`src/rtl/alu_exec_sequencer_pkg.sv`:
```
// Shared definitions for the ALU execute sequencer: ALU opcodes, immediate-form
// op nibbles, PSR bit positions, FSM states and small decode helpers.
package alu_exec_sequencer_pkg;

    localparam int ALU_DATA_W = 16;
    localparam int ALU_REG_AW = 4;
    localparam int ALU_FLAG_W = 5;

    localparam logic [7:0] OP_WAIT = 8'h00;
    localparam logic [7:0] OP_AND  = 8'h01;
    localparam logic [7:0] OP_OR   = 8'h02;
    localparam logic [7:0] OP_XOR  = 8'h03;
    localparam logic [7:0] OP_ADD  = 8'h05;
    localparam logic [7:0] OP_ADDU = 8'h06;
    localparam logic [7:0] OP_ADDC = 8'h07;
    localparam logic [7:0] OP_SUB  = 8'h09;
    localparam logic [7:0] OP_CMP  = 8'h0B;

    localparam logic [3:0] NIB_REG   = 4'h0;
    localparam logic [3:0] NIB_ADDI  = 4'h5;
    localparam logic [3:0] NIB_ADDCI = 4'h7;
    localparam logic [3:0] NIB_SUBI  = 4'h9;
    localparam logic [3:0] NIB_CMPI  = 4'hB;

    localparam int FLAG_Z = 4;
    localparam int FLAG_C = 3;
    localparam int FLAG_F = 2;
    localparam int FLAG_N = 1;
    localparam int FLAG_L = 0;

    typedef enum logic [1:0] {
        ST_IDLE = 2'd0,
        ST_READ = 2'd1,
        ST_EXEC = 2'd2,
        ST_WB   = 2'd3
    } seq_state_e;

    // Arithmetic immediates take a signed 8-bit value; logical ones are unsigned.
    function automatic logic imm_is_signed(input logic [3:0] op);
        logic res;
        case (op)
            NIB_ADDI, NIB_ADDCI, NIB_SUBI, NIB_CMPI: res = 1'b1;
            default:                                 res = 1'b0;
        endcase
        return res;
    endfunction

    function automatic logic op_writes_back(input logic [7:0] alu_op);
        logic res;
        if ((alu_op == OP_CMP) || (alu_op[7:4] == NIB_CMPI) || (alu_op == OP_WAIT)) begin
            res = 1'b0;
        end else begin
            res = 1'b1;
        end
        return res;
    endfunction

endpackage

```
`src/rtl/alu_exec_sequencer_operand_sel.sv`:
```
// B-operand selection: register read data for the register form, otherwise the
// 8-bit immediate sign- or zero-extended according to the op nibble.
module alu_operand_sel
    import alu_exec_sequencer_pkg::*;
#(
    parameter int DATA_W = ALU_DATA_W
) (
    input  logic [15:0]       instr,
    input  logic [DATA_W-1:0] rf_rb_data,
    output logic [DATA_W-1:0] operand_b
);

    logic [3:0] op_s;
    logic [7:0] imm_s;
    logic       unused_rdest_s;

    assign op_s           = instr[15:12];
    assign imm_s          = instr[7:0];
    assign unused_rdest_s = ^instr[11:8];

    // Operand B mux with immediate extension.
    always_comb begin
        operand_b = {DATA_W{1'b0}};
        if (op_s == NIB_REG) begin
            operand_b = rf_rb_data;
        end else if (imm_is_signed(op_s)) begin
            operand_b = {{(DATA_W-8){imm_s[7]}}, imm_s};
        end else begin
            operand_b = {{(DATA_W-8){1'b0}}, imm_s};
        end
    end

endmodule

```
`src/rtl/alu_exec_sequencer.sv`:
```
// Four-state execute controller: accept, read operands, capture ALU result and
// flags, then write back and retire. One instruction every four cycles.
module alu_exec_sequencer
    import alu_exec_sequencer_pkg::*;
#(
    parameter int DATA_W = ALU_DATA_W,
    parameter int REG_AW = ALU_REG_AW,
    parameter int FLAG_W = ALU_FLAG_W
) (
    input  logic              clk,
    input  logic              reset,
    input  logic              instr_valid,
    output logic              instr_ready,
    input  logic [15:0]       instr,
    output logic [REG_AW-1:0] rf_ra_addr,
    output logic [REG_AW-1:0] rf_rb_addr,
    input  logic [DATA_W-1:0] rf_ra_data,
    input  logic [DATA_W-1:0] rf_rb_data,
    output logic [DATA_W-1:0] alu_a,
    output logic [DATA_W-1:0] alu_b,
    output logic [7:0]        alu_op,
    input  logic [DATA_W-1:0] alu_c,
    input  logic [FLAG_W-1:0] alu_flags,
    output logic              rf_we,
    output logic [REG_AW-1:0] rf_wa,
    output logic [DATA_W-1:0] rf_wd,
    output logic [FLAG_W-1:0] psr,
    output logic              done
);

    seq_state_e        state_q, state_d;
    logic [15:0]       instr_q, instr_d;
    logic [DATA_W-1:0] alu_a_q, alu_a_d;
    logic [DATA_W-1:0] alu_b_q, alu_b_d;
    logic [7:0]        alu_op_q, alu_op_d;
    logic [REG_AW-1:0] rf_wa_q, rf_wa_d;
    logic [DATA_W-1:0] rf_wd_q, rf_wd_d;
    logic [FLAG_W-1:0] psr_q, psr_d;
    logic              rf_we_q, rf_we_d;
    logic              done_q, done_d;
    logic              instr_ready_q, instr_ready_d;
    logic [DATA_W-1:0] operand_b_s;

    alu_operand_sel #(
        .DATA_W (DATA_W)
    ) u_operand_sel (
        .instr      (instr_q),
        .rf_rb_data (rf_rb_data),
        .operand_b  (operand_b_s)
    );

    // Next-state and registered-output computation; everything holds by default.
    always_comb begin
        state_d  = state_q;
        instr_d  = instr_q;
        alu_a_d  = alu_a_q;
        alu_b_d  = alu_b_q;
        alu_op_d = alu_op_q;
        rf_wa_d  = rf_wa_q;
        rf_wd_d  = rf_wd_q;
        psr_d    = psr_q;
        rf_we_d  = 1'b0;
        done_d   = 1'b0;
        case (state_q)
            ST_IDLE: begin
                if (instr_valid && instr_ready_q) begin
                    instr_d = instr;
                    state_d = ST_READ;
                end else begin
                    state_d = ST_IDLE;
                end
            end
            ST_READ: begin
                alu_a_d  = rf_ra_data;
                alu_b_d  = operand_b_s;
                alu_op_d = {instr_q[15:12], instr_q[7:4]};
                state_d  = ST_EXEC;
            end
            ST_EXEC: begin
                // rf_we/done are launched here so they are high for the whole WB cycle.
                rf_wd_d = alu_c;
                rf_wa_d = instr_q[11:8];
                if (alu_op_q != OP_WAIT) begin
                    psr_d = alu_flags;
                end else begin
                    psr_d = psr_q;
                end
                rf_we_d = op_writes_back(alu_op_q);
                done_d  = 1'b1;
                state_d = ST_WB;
            end
            ST_WB: begin
                state_d = ST_IDLE;
            end
            default: begin
                state_d = ST_IDLE;
            end
        endcase
        instr_ready_d = (state_d == ST_IDLE);
    end

    // State and output registers with synchronous reset.
    always_ff @(posedge clk) begin
        if (reset) begin
            state_q       <= ST_IDLE;
            instr_q       <= 16'h0000;
            alu_a_q       <= {DATA_W{1'b0}};
            alu_b_q       <= {DATA_W{1'b0}};
            alu_op_q      <= OP_WAIT;
            rf_wa_q       <= {REG_AW{1'b0}};
            rf_wd_q       <= {DATA_W{1'b0}};
            psr_q         <= {FLAG_W{1'b0}};
            rf_we_q       <= 1'b0;
            done_q        <= 1'b0;
            instr_ready_q <= 1'b1;
        end else begin
            state_q       <= state_d;
            instr_q       <= instr_d;
            alu_a_q       <= alu_a_d;
            alu_b_q       <= alu_b_d;
            alu_op_q      <= alu_op_d;
            rf_wa_q       <= rf_wa_d;
            rf_wd_q       <= rf_wd_d;
            psr_q         <= psr_d;
            rf_we_q       <= rf_we_d;
            done_q        <= done_d;
            instr_ready_q <= instr_ready_d;
        end
    end

    assign instr_ready = instr_ready_q;
    assign rf_ra_addr  = instr_q[11:8];
    assign rf_rb_addr  = instr_q[3:0];
    assign alu_a       = alu_a_q;
    assign alu_b       = alu_b_q;
    assign alu_op      = alu_op_q;
    assign rf_we       = rf_we_q;
    assign rf_wa       = rf_wa_q;
    assign rf_wd       = rf_wd_q;
    assign psr         = psr_q;
    assign done        = done_q;

endmodule
```
`config.mk`:
```
export PLATFORM = sky130hd
export DESIGN_NAME = alu_exec_sequencer
export DESIGN_NICKNAME = d
export VERILOG_FILES = /design/src/rtl/alu_exec_sequencer_pkg.sv /design/src/rtl/alu_exec_sequencer_operand_sel.sv /design/src/rtl/alu_exec_sequencer.sv
export SDC_FILE = /design/constraint.sdc
export NUM_CORES = 1
export LEC_CHECK = 0
export BUFFER_PORTS_ARGS = -buffer_cell sky130_fd_sc_hd__buf_2
export CAP_MARGIN = 10
export CORE_MARGIN = 4
export CORE_UTILIZATION = 42
export CTS_CLUSTER_DIAMETER = 40
export DETAILED_ROUTE_END_ITERATION = 8
export PLACE_DENSITY = 0.76
export REMOVE_ABC_BUFFERS = 1
export SLEW_MARGIN = 20
export SYNTH_ARGS = -nofsm -noshare
export SYNTH_HDL_FRONTEND = slang
export SYNTH_SLANG_ARGS = --single-unit
```
`constraint.sdc`:
```
create_clock -name clk -period 1.35 [get_ports clk]
set_input_delay 0.2025 -clock clk [delete_from_list [all_inputs] [get_ports clk]]
set_output_delay 0.2025 -clock clk [all_outputs]
set_load 0.005 [all_outputs]
```
Word level (Yosys, flattened, before mapping) --
Cells that the tools add are included.
Operators by class: equality and inequality tests 9, mux-type cells 8, bitwise gates (word level) 1, reduce and logical (&&, ||, !) cells 12
Operators by type and width (number):
- two-way mux 16 bit | 2
- equality test 4 bit, second input constant | 3
- equality test 4 x 3 -> 1 bit, second input constant | 2
- equality test 8 x 4 -> 1 bit, second input constant | 1
- zero test 8 bit | 1
- case mux 2 bit (4 select lines) | 1
- nonzero test 8 bit | 1
- two-way mux 1 bit | 5
- equality test 2 bit, second input constant | 2
- zero test 2 bit | 2
- zero test 4 bit | 1
- AND reduction 2 bit | 2
- OR reduction 4 bit | 1
- equality test 2 x 1 -> 1 bit, second input constant | 1
- logical OR 1 bit | 2
- OR reduction 2 bit | 1
- logical AND 1 bit | 1
- inverter 1 bit | 1
Word-level totals: register bits after elaboration 86, bits of input ports 72, output and inout port bits 76, word-level logic and storage cells 41

Longest topological paths before layout --
Gate-level depths: netlist of the first run.
depth in word-level cells 6, depth in mapped cells 7, depth with buffers taken out 5

By module --
From an unflattened synthesis of the first run, not the netlist that was laid out.
Unflattened totals: cells, all modules 339, area total of the unflattened synthesis 3522.1 µm²
Modules (own cells, without submodules):
- alu_exec_sequencer | instances 1, cells an instance 319, area each 3309.4 µm², seq. area each 1721.7 µm²
- alu_operand_sel | instances 1, cells an instance 20, area each 212.7 µm², seq. area each 0.0 µm²

Least setup slack after synthesis of the first run --
OpenSTA, ideal clock, no wires.
path kind register to register, start point register state_q[1], end point register alu_a_q[7], in the netlist alu_a[7], arrival time 1.350 ns, required time 1.222 ns, slack -0.128 ns, stages on the path, launching flop included 7, buffers on the path 2, period minus slack after synthesis 1.478 ns, cells stage by stage dfxtp_1 inv_1 ha_1 clkbuf_1 buf_2 mux2i_1 nor2_1
On the way: cells in the longest elaborated chain, start to end 1
Ends and longest elaborated chain:
- from (decl) | RTL line alu_exec_sequencer.sv:31 | seq_state_e state_q, state_d;
- from (signal assigned) | RTL line alu_exec_sequencer.sv:117 | state_q <= state_d;
- equality test 2 x 1 -> 1 bit | RTL line alu_exec_sequencer.sv:64 | case (state_q)
- to (signal assigned) | RTL line alu_exec_sequencer.sv:107 | alu_a_q <= {DATA_W{1'b0}};
- to (signal assigned) | RTL line alu_exec_sequencer.sv:119 | alu_a_q <= alu_a_d;
- to (decl) | RTL line alu_exec_sequencer.sv:33 | logic [DATA_W-1:0] alu_a_q, alu_a_d;
No other way between the ends. A chain may end at the register's enable or synchronous reset.

Worst setup path in the final report of the first run --
start point register instr_q[12], end point register alu_b_q[6], in the netlist alu_b[6]
On the way: cells in the longest elaborated chain, start to end 2
Ends and longest elaborated chain:
- from (decl) | RTL line alu_exec_sequencer.sv:32 | logic [15:0] instr_q, instr_d;
- from (signal assigned) | RTL line alu_exec_sequencer.sv:118 | instr_q <= instr_d;
- zero test 4 bit | RTL line alu_exec_sequencer_operand_sel.sv:24 | if (op_s == NIB_REG) begin
- two-way mux 16 bit | RTL line alu_exec_sequencer_operand_sel.sv:24
- to (signal assigned) | RTL line alu_exec_sequencer.sv:108 | alu_b_q <= {DATA_W{1'b0}};
- to (signal assigned) | RTL line alu_exec_sequencer.sv:120 | alu_b_q <= alu_b_d;
- to (decl) | RTL line alu_exec_sequencer.sv:34 | logic [DATA_W-1:0] alu_b_q, alu_b_d;
No other way between the ends.

==> reports/metrics.csv, run 1 <==
stage,metric,value,unit
route,DR vias/cell,4.733,
cts,clock buffer depth,2,
placed_design,HPWL after DPL,6078,um
timing,total negative slack,0,ns
synth,syn_area_per_cell,9.586,um2
power,Overall Power,6.028,mW
worst_setup_path,Critical Path RT,1.57,ns
synth,Post-Syn Area,0.003259,mm2
global_routing,Top Usage Layer GRT,met2,
power,Peak VDD IR,0.6207,mV
floorplan,Rows,31,
global_routing,global-route wire length before repair,12720,um
route,# DRC,0,
power,P_leak,2.033,nW
global_routing,initial antenna violation count,0,
global_routing,vias in the first global route,2722,
final_layout,"commonest cells after routing, fill and taps aside","buf_2, dfxtp_1, nor2_1",
timing,Tightest Pin Transition,0.2618,ns
floorplan,DIE AREA,0.009234,mm2
route,Post-Route WL,8270,um
floorplan,# IOs,148,
timing,min cycle time layout,1.327,ns
worst_setup_path,Worst Path Arrival,1.55,ns
timing,Clock Skews,0.006179,ns
global_routing,Global Route met1 Usage,22.11,%
cts,Hold Buf Count CTS,0,
cts,worst skew pair latency,0.34,ns
cts,CTS tree,built,
final_layout,fraction of layout cells with a size suffix above 1,39.84,%
synth,sequential cell area fraction in the yosys report,52.82,%
floorplan,Die X-Extent,96.10,um
global_routing,GR Layer Usage met2,29.21,%
global_routing,pin count of the biggest net entering global routing,57,
final_layout,non-filler instance count after layout,591,
worst_setup_path,CP Cell Sequence,nor4_4 > buf_4 > buf_6 > mux2i_2 > a211oi_2,
worst_setup_path,Critical path origin,instr_q[12]$_SDFFE_PP0P_,
global_routing,GRT Total Usage,17.66,%
worst_setup_path,Crit. path cell count,5,
worst_setup_path,max incr delay on CP,0.34,ns
floorplan,Die Ht,96.10,um
timing,fin. max-slew vios,0,
final_layout,total inserted antenna cells,0,
timing,min setup slack post-route,0.02290,ns
timing,"Hold Vio Cnt, Final",0,
worst_setup_path,critical path startpoint category,flop,
timing,Slew headroom,82.41,%
job,# Max-Cap Violations,0,
worst_setup_path,reg-to-reg startpoint,instr_q[12]$_SDFFE_PP0P_,
final_layout,Area Growth Syn to Fin,34.93,%
route,vias post-DR,2797,
cts,H-Tree Depth,3,
power,total power per unit cell area,1371,mW/mm2
worst_setup_path,"Buf+Inv Stages, Crit Path",2,
cts,Num Clock Sinks,86,
final_layout,nets@finish,562,
route,DRT iter0 DRCs,83,
synth,post-synthesis cell count,340,
timing,# setup viols final,0,
timing,RSZ-0062 raised after global routing,true,
global_routing,gr ovfl total,0,
worst_setup_path,CP endpoint kind,flop,
synth,YS warnings,0,
hold_path,Hold Crit Class,in -> reg,
synth,number of synthesized register bits,86,
placed_design,Place WS,0.03879,ns
floorplan,Core Area,0.007408,mm2
timing,final period utilization,98.30,%
worst_setup_path,crit path max fanout,5,
worst_setup_path,r2r setup slk,0.02,ns
worst_setup_path,CP max-delay cell,dfxtp_2,
placed_design,Final Wtd Congestion,0.7270,
worst_setup_path,critical path capture point,alu_b[6]$_SDFFE_PP0N_,
route,DR WL/cell,13.99,um
cts,clk root buf,clkbuf_8,
worst_setup_path,type of the worst setup path,reg -> reg,
cts,Clock transition at path regs,0.08,ns
floorplan,initial core utilization,44.00,%
final_layout,"commonest non-fill, non-tap cell in the layout",buf_2,
route,DR pass1 iterations,4,
placed_design,dpl cells,573,
global_routing,met3 usage,6.177,%
placed_design,port bufs,147,
route,ANT nets after route,0,
timing,Fmax,0.7535,GHz
cts,CTS Buf Count,9,
worst_setup_path,cell family with most CP delay,flip-flops,
run_status,status,"finished, final reports clean",
final_layout,Final Util,59.37,%
worst_setup_path,Worst Reg-to-Reg Cells,5,
worst_setup_path,Critical R2R Capture,alu_b[6]$_SDFFE_PP0N_,
synth,post-synth cell types,23,
through the flow:
step,hold WS (ns),area (um2)
floorplan,0.2716,3110
global placement,0.4339,4143
detailed placement,0.4471,4143
CTS,0.07994,4319
global route,0.07368,4398
finish,0.09037,4398
how the worst min path moves through the flow:
stage                              from                       end  slack [ns]  depth (start not counted)
after floorplan                   reset   instr_q[0]$_SDFFE_PP0P_        0.27                          1
final                          alu_c[1]     rf_wd[1]$_SDFFE_PP0P_        0.09                          3
after CTS                 rf_ra_data[6]     alu_a[6]$_SDFFE_PP0N_        0.08                          3
after detailed placement  rf_ra_data[7]     alu_a[7]$_SDFFE_PP0N_        0.45                          3
after global placement        alu_c[15]    rf_wd[15]$_SDFFE_PP0P_        0.43                          3
after global routing          instr[10]  instr_q[10]$_SDFFE_PP0P_        0.07                          3
final cells by class:
class                           instances  area [um2]
Fill cell                             694        3010
Sequential cell                        86        1724
Multi-Input combinational cell        220        1419
Timing Repair Buffer                  165       935.9
Clock buffer                           11       141.4
Tap cell                               99       123.9
Clock inverter                          5       35.03
Inverter                                5       18.77
routing by layer:
metal,routed length [um],up-vias
met5,0,-
met4,48,0
met3,648,7
met2,4169,82
met1,3404,1293
li1,-,1415
repair_timing:
action	in CTS	in global routing
gates resized for setup	0	18
setup buffers	0	1
endpoints found under the setup margin	0	30
Yosys cell counts (all sizes together):
master	instances	share of area [%]
nor3	2	0.31
a21oi	17	2.6
and3	3	0.58
nand2	40	4.6
nor4	1	0.65
a31oi	2	0.38
nand4b	1	0.27
ha	3	1.2
o211ai	1	0.23
clkbuf	13	1.5
buf	16	3.1
nand3	1	0.15
dfxtp	86	53
a211oi	16	3.7
mux2i	57	18
a31o	1	0.27
xor2	1	0.27
nor2	63	7.3
nand2b	11	2.1
inv	5	0.58
logic make-up after synthesis:
family / count (synthesis) / synth area share [%]
adders and majority gates: 3 / 1.152
buffers and inverters: 34 / 5.144
and+or+nand+nor: 122 / 15.93
AOI/OAI and AO/OA: 37 / 7.179
DFF: 86 / 52.82
muxes: 57 / 17.50
xor gates and xnor gates: 1 / 0.2688
power by group:
part	leakage, nW	internal (mW)	total [mW]	switching (mW)
logic	1.24	0.768	1.49	0.727
clock network	0.0893	0.720	1.60	0.882
registers	0.701	2.78	2.93	0.152
state kept, by name, summed over array words and instances, names as in the netlist:
name / cells
rf_we: 1
done: 1
state_q: 2
psr: 5
instr_ready: 1
alu_b: 16
rf_wd: 16
alu_op: 8
rf_wa: 4
instr_q: 16
alu_a: 16
worst reg2reg max path, delay by kind of cell, from the launching register on:
kind | cells | cell delay [ns]
buffers and inverters | 2 | 0.32
multiplexers | 1 | 0.22
AO/OA/AOI/OAI | 1 | 0.09
flip-flops | 1 | 0.34
AND/OR/NAND/NOR | 1 | 0.25
Note: power is estimated with default switching activity, not from simulation.
==> run 2: changes to the inputs <==
- GPL_TIMING_DRIVEN: unset -> 0
==> run 2 against run 1 <==
Effect of this change:
- design area up 1.0%
- clock skew up 0.0023 ns
- routed wire length up 2.0%
- worst setup slack better by 0.047 ns
==> reports/metrics.csv, run 2 (synthesis results as in run 1) <==
stage,metric,value,unit,change
final_layout,"commonest cells after routing, fill and taps aside","buf_2, dfxtp_1, nor2_1",,unchanged
final_layout,total inserted antenna cells,0,,unchanged
route,DRT iter0 DRCs,57,,was 83
floorplan,Rows,31,,unchanged
route,DR WL/cell,14.37,um,was 13.99 um
worst_setup_path,reg-to-reg startpoint,instr_q[13]$_SDFFE_PP0P_,,was instr_q[12]$_SDFFE_PP0P_
route,DR vias/cell,4.825,,was 4.733
timing,Tightest Pin Transition,0.3957,ns,was 0.2618 ns
worst_setup_path,CP max-delay cell,dfxtp_2,,unchanged
worst_setup_path,crit path max fanout,7,,was 5
worst_setup_path,Critical R2R Capture,alu_b[1]$_SDFFE_PP0N_,,was alu_b[6]$_SDFFE_PP0N_
worst_setup_path,Worst Path Arrival,1.50,ns,was 1.55 ns
floorplan,DIE AREA,0.009234,mm2,unchanged
timing,RSZ-0062 raised after global routing,true,,unchanged
final_layout,non-filler instance count after layout,587,,was 591
worst_setup_path,type of the worst setup path,reg -> reg,,unchanged
route,DR pass1 iterations,4,,unchanged
timing,min cycle time layout,1.280,ns,was 1.327 ns
final_layout,"commonest non-fill, non-tap cell in the layout",buf_2,,unchanged
route,Post-Route WL,8433,um,was 8270 um
placed_design,port bufs,147,,unchanged
route,vias post-DR,2832,,was 2797
worst_setup_path,Critical Path RT,1.57,ns,about the same
timing,total negative slack,0,ns,unchanged
hold_path,Hold Crit Class,in -> reg,,unchanged
timing,# setup viols final,0,,unchanged
timing,Fmax,0.7811,GHz,was 0.7535 GHz
worst_setup_path,CP Cell Sequence,nor4_4 > buf_6 > mux2i_1 > a211oi_1,,was nor4_4 > buf_4 > buf_6 > mux2i_2 > a211oi_2
power,P_leak,2.034,nW,was 2.033 nW
cts,Hold Buf Count CTS,0,,unchanged
placed_design,dpl cells,559,,was 573
global_routing,vias in the first global route,2885,,was 2722
final_layout,filler instances,676,,was 694
hold_path,worst hold endpoint,rf_wd[13]$_SDFFE_PP0P_,,was rf_wd[1]$_SDFFE_PP0P_
worst_setup_path,r2r setup slk,0.07,ns,was 0.02 ns
worst_setup_path,Worst Reg-to-Reg Cells,4,,was 5
route,# DRC,0,,unchanged
hold_path,Hold Path Stages,3,,unchanged
worst_setup_path,critical path startpoint category,flop,,unchanged
power,total power per unit cell area,1445,mW/mm2,was 1371 mW/mm2
global_routing,GRT Total Usage,18.64,%,was 17.66%
timing,fin. max-slew vios,0,,unchanged
cts,Num Clock Sinks,86,,unchanged
global_routing,initial antenna violation count,1,,was 0
run_status,status,"finished, final reports clean",,unchanged
worst_setup_path,CP endpoint kind,flop,,unchanged
floorplan,Die Ht,96.10,um,unchanged
timing,"Hold Vio Cnt, Final",0,,unchanged
floorplan,Core Area,0.007408,mm2,unchanged
placed_design,HPWL after DPL,5663,um,was 6078 um
power,Overall Power,6.417,mW,was 6.028 mW
final_layout,Final Util,59.96,%,was 59.37%
floorplan,initial core utilization,44.00,%,unchanged
cts,Clock transition at path regs,0.09,ns,was 0.08 ns
timing,Slew headroom,73.42,%,was 82.41%
worst_setup_path,max incr delay on CP,0.34,ns,about the same
hold_path,Min-Delay Startpoint,alu_c[13],,was alu_c[1]
route,ANT nets after route,0,,unchanged
placed_design,Final Wtd Congestion,0.7142,,was 0.7270
final_layout,Area Growth Syn to Fin,36.28,%,was 34.93%
global_routing,pin count of the biggest net entering global routing,60,,was 57
floorplan,# IOs,148,,unchanged
cts,CTS tree,built,,unchanged
final_layout,fraction of layout cells with a size suffix above 1,39.14,%,was 39.84%
final_layout,nets@finish,558,,was 562
cts,CTS Buf Count,9,,unchanged
timing,Clock Skews,0.008524,ns,was 0.006179 ns
worst_setup_path,Critical path origin,instr_q[13]$_SDFFE_PP0P_,,was instr_q[12]$_SDFFE_PP0P_
cts,clk root buf,clkbuf_8,,unchanged
job,# Max-Cap Violations,0,,unchanged
timing,final period utilization,94.84,%,was 98.30%
global_routing,global-route wire length before repair,13380,um,was 12720 um
cts,H-Tree Depth,3,,unchanged
floorplan,Die X-Extent,96.10,um,unchanged
power,Peak VDD IR,0.6219,mV,was 0.6207 mV
cts,worst skew pair latency,0.34,ns,about the same
cts,clock buffer depth,2,,unchanged
global_routing,gr ovfl total,0,,unchanged
run 2: cell count changes in the layout (fill, tap and decap cells not counted), moves of 3 or more:
cell      before  now
a211oi_1      11   15
a211oi_2       5    1
buf_4         11    7
mux2i_2        3    0
mux2i_1       54   57
run 2: final cells by class:
type	count	area, um2	area share, %
inverters	5	18.77	0.4225
well taps	99	123.9	2.789
repair buffers	160	892.1	20.08
flip-flops and latches	86	1725	38.84
clock buffers	11	141.4	3.183
multi-input cells	221	1458	32.82
clock inverters	5	82.58	1.859
run 2: per-stage QoR:
step / hold slack, ns / cell area (um2) / setup slack (ns)
global route: 0.07471 / 4442 / -0.0005252
finish: 0.09013 / 4442 / 0.06971
floorplan: 0.2716 / 3110 / -1.089
detailed placement: 0.4467 / 4019 / -0.7961
global placement: 0.4370 / 3970 / -1.819
CTS: 0.07778 / 4425 / 0.004395
run 2: timing repair:
action,CTS,global route
pin swaps,3,2
resized for setup,12,5
endpoints found under the setup margin,85,34
cloned,0,1
buffers inserted,11,0
run 2: worst max-delay path, delay by kind of cell, from the launching register on:
kind	cells	cell delay, ns
AO/OA/AOI/OAI	1	0.09
buffers and inverters	1	0.21
flip-flops	1	0.34
multiplexers	1	0.20
AND/OR/NAND/NOR	1	0.33
run 2: report_power, final:
part	internal [mW]	total [mW]	switching (mW)
sequential	2.78	2.94	0.156
clock	1.09	1.99	0.896
combinational	0.737	1.49	0.754
run 2: how the worst max path moves through the flow:
stage,cells after the start,endpoint
floorplan,5,alu_b[10]$_SDFFE_PP0N_
global placement,5,alu_b[12]$_SDFFE_PP0N_
detailed placement,5,psr[0]$_SDFFE_PP0P_
CTS,5,instr_q[4]$_SDFFE_PP0P_
global route,4,alu_b[4]$_SDFFE_PP0N_
finish,4,alu_b[1]$_SDFFE_PP0N_
run 2: per-layer routing:
metal	share of wire (%)	GRT usage (%)
met5	0.12	0
met4	1.3	5.924
met3	7.6	5.864
met2	49	32.43
met1	42	21.67
==> run 3: changes to the inputs <==
- CORE_UTILIZATION: 42 -> 46
- PLACE_DENSITY: 0.76 -> 0.79
- clock period: 1.35 -> 1.2 ns (I/O delays scaled with it)
==> run 3 against run 2 <==
Effect of this change:
- the run now ends with setup timing left
- clock skew is 0.0037 ns higher
- fmax is 4.8% lower
- register-to-register slack worse by 0.21 ns
- hold slack worse by 0.045 ns
- sequential share of layout area is 2.4 points lower
- via count is 3.4% higher
- sequential cell count stayed put
- routed wire length is 10% higher
- total power is 17% higher
- critical path type unchanged
==> reports/metrics.csv, run 3 (synthesis results as in run 1) <==
stage,metric,value,unit,change
final_layout,"commonest non-fill, non-tap cell in the layout",buf_2,,unchanged
final_layout,storage element area,0.001737,mm2,was 0.001725 mm2
cts,Num Clock Sinks,86,,unchanged
cts,Clock transition at path regs,0.10,ns,was 0.09 ns
timing,Clock Skews,0.01227,ns,was 0.008524 ns
worst_setup_path,max incr delay on CP,0.37,ns,was 0.34 ns
run_status,violations in the final reports,setup timing,,
final_layout,filler instances,543,,was 676
timing,"Hold Vio Cnt, Final",0,,unchanged
route,# DRC,0,,unchanged
final_layout,nets@finish,573,,was 558
placed_design,port bufs,147,,unchanged
placed_design,HPWL after DPL,5456,um,was 5663 um
timing,Slew headroom,78.21,%,was 73.42%
worst_setup_path,type of the worst setup path,reg -> reg,,unchanged
final_layout,total inserted antenna cells,0,,unchanged
final_layout,Final Util,69.80,%,was 59.96%
worst_setup_path,crit path max fanout,6,,was 7
worst_setup_path,Critical Path RT,1.45,ns,was 1.57 ns
timing,fin. max-slew vios,0,,unchanged
worst_setup_path,r2r setup slk,-0.14,ns,was 0.07 ns
global_routing,vias in the first global route,2868,,was 2885
floorplan,Die X-Extent,92.18,um,was 96.10 um
global_routing,pin count of the biggest net entering global routing,79,,was 60
power,Overall Power,7.486,mW,was 6.417 mW
timing,RSZ-0062 raised after global routing,true,,unchanged
final_layout,multi-input combinational cell area,0.001496,mm2,was 0.001458 mm2
cts,clock buffer depth,2,,unchanged
worst_setup_path,critical path startpoint category,flop,,unchanged
global_routing,gr ovfl total,0,,unchanged
route,vias post-DR,2929,,was 2832
power,Peak VDD IR,1.093,mV,was 0.6219 mV
route,DR vias/cell,4.890,,was 4.825
cts,clk root buf,clkbuf_8,,unchanged
floorplan,DIE AREA,0.008496,mm2,was 0.009234 mm2
final_layout,non-filler instance count after layout,599,,was 587
final_layout,fraction of layout cells with a size suffix above 1,42.54,%,was 39.14%
placed_design,Final Wtd Congestion,0.6951,,was 0.7142
power,total power per unit cell area,1570,mW/mm2,was 1445 mW/mm2
hold_path,Hold Crit Class,in -> reg,,unchanged
route,ANT nets after route,0,,unchanged
route,DR WL/cell,15.54,um,was 14.37 um
floorplan,Core Area,0.006832,mm2,was 0.007408 mm2
route,Post-Route WL,9310,um,was 8433 um
timing,min setup slack post-route,-0.1442,ns,was 0.06971 ns
floorplan,# IOs,148,,unchanged
timing,min cycle time layout,1.344,ns,was 1.280 ns
worst_setup_path,CP max-delay cell,dfxtp_4,,was dfxtp_2
floorplan,initial core utilization,47.71,%,was 44.00%
timing,Fmax,0.7439,GHz,was 0.7811 GHz
timing,final period utilization,112.0,%,was 94.84%
worst_setup_path,CP endpoint kind,flop,,unchanged
power,P_leak,2.172,nW,was 2.034 nW
run_status,status,"finished, violations left",,"was finished, final reports clean"
final_layout,"commonest cells after routing, fill and taps aside","buf_2, dfxtp_1, nor2_1",,unchanged
worst_setup_path,Worst Path Arrival,1.59,ns,was 1.50 ns
timing,total negative slack,-3.719,ns,was 0 ns
floorplan,Rows,30,,was 31
global_routing,GRT Total Usage,20.71,%,was 18.64%
cts,H-Tree Depth,3,,unchanged
worst_setup_path,CP Cell Sequence,inv_4 > ha_4 > buf_6 > buf_6 > clkbuf_16 > mux2i_1 > nor2_1,,was nor4_4 > buf_6 > mux2i_1 > a211oi_1
route,DRT iter0 DRCs,89,,was 57
floorplan,Die Ht,92.18,um,was 96.10 um
job,# Max-Cap Violations,0,,unchanged
timing,# setup viols final,57,,was 0
final_layout,Area Growth Syn to Fin,46.30,%,was 36.28%
worst_setup_path,cell mode on critical path,buf_6,,
cts,worst skew pair latency,0.37,ns,was 0.34 ns
global_routing,initial antenna violation count,0,,was 1
cts,CTS tree,built,,unchanged
route,DR pass1 iterations,4,,unchanged
cts,CTS Buf Count,9,,unchanged
placed_design,dpl cells,556,,was 559
global_routing,global-route wire length before repair,13900,um,was 13380 um
timing,Tightest Pin Transition,0.3269,ns,was 0.3957 ns
-- run 3: cell count changes in the layout (fill, tap and decap cells not counted), sizes merged --
cell      previous run  this run
buf                160       171
bufinv               2         1
clkbuf              11        15
clkinv               0         2
clkinvlp             3         2
-- run 3: final timing paths --
kind,from,end,depth (start not counted)
max,state_q[1]$_SDFF_PP0_,alu_a[3]$_SDFFE_PP0N_,7
min,rf_ra_data[11],alu_a[11]$_SDFFE_PP0N_,3
max reg2reg,state_q[1]$_SDFF_PP0_,alu_a[3]$_SDFFE_PP0N_,7
min reg2reg,instr_q[0]$_SDFFE_PP0P_,instr_q[0]$_SDFFE_PP0P_,2
-- run 3: cell type report --
cell class	instances	share of cell area (%)
sequential	86	36.42
multi-input combinational	221	31.38
timing repair buffer	175	24.93
clock buffer	11	2.965
tap	96	2.519
clock inverter	5	1.233
inverter	5	0.5510
-- run 3: through the flow --
| step | hold WS, ns | cell area [um2] | worst slack, ns |
|---|---|---|---|
| 2_1_floorplan | 0.2491 | 3110 | -1.239 |
| 3_3_place_gp | 0.4117 | 3966 | -1.966 |
| 3_5_place_dp | 0.4240 | 4023 | -0.9160 |
| 4_1_cts | 0.04047 | 4508 | -0.1116 |
| 5_1_grt | 0.04715 | 4768 | -0.2016 |
| 6_report | 0.04518 | 4768 | -0.1442 |
-- run 3: per-layer routing --
| layer | GRT usage [%] | vias up | wire (um) |
|---|---|---|---|
| met4 | 8.663 | 0 | 165 |
| met2 | 33.82 | 123 | 4503 |
| li1 | - | 1449 | - |
| met3 | 5.742 | 19 | 726 |
| met5 | 0 | - | 0 |
| met1 | 25.63 | 1338 | 3914 |
-- run 3: repair_timing --
item | CTS | global route
setup endpoints to repair | 85 | 71
hold endpoints to repair | 0 | 0
cloned | 2 | 4
pin swaps | 5 | 14
setup buffers | 12 | 10
hold buffers | 0 | 0
resized for setup | 26 | 23
-- run 3: critical path, delay by kind of cell (launching register included) --
kind                     cells  cell delay (ns)
AND/OR/NAND/NOR              1             0.06
adder cells (fa/ha/maj)      1             0.17
multiplexers                 1             0.17
flip-flops                   1             0.37
buffers and inverters        4             0.46
-- run 3: report_power, final --
group	internal (mW)	switching [mW]
sequential	3.13	0.182
combinational	1.13	0.963
clock	1.02	1.07
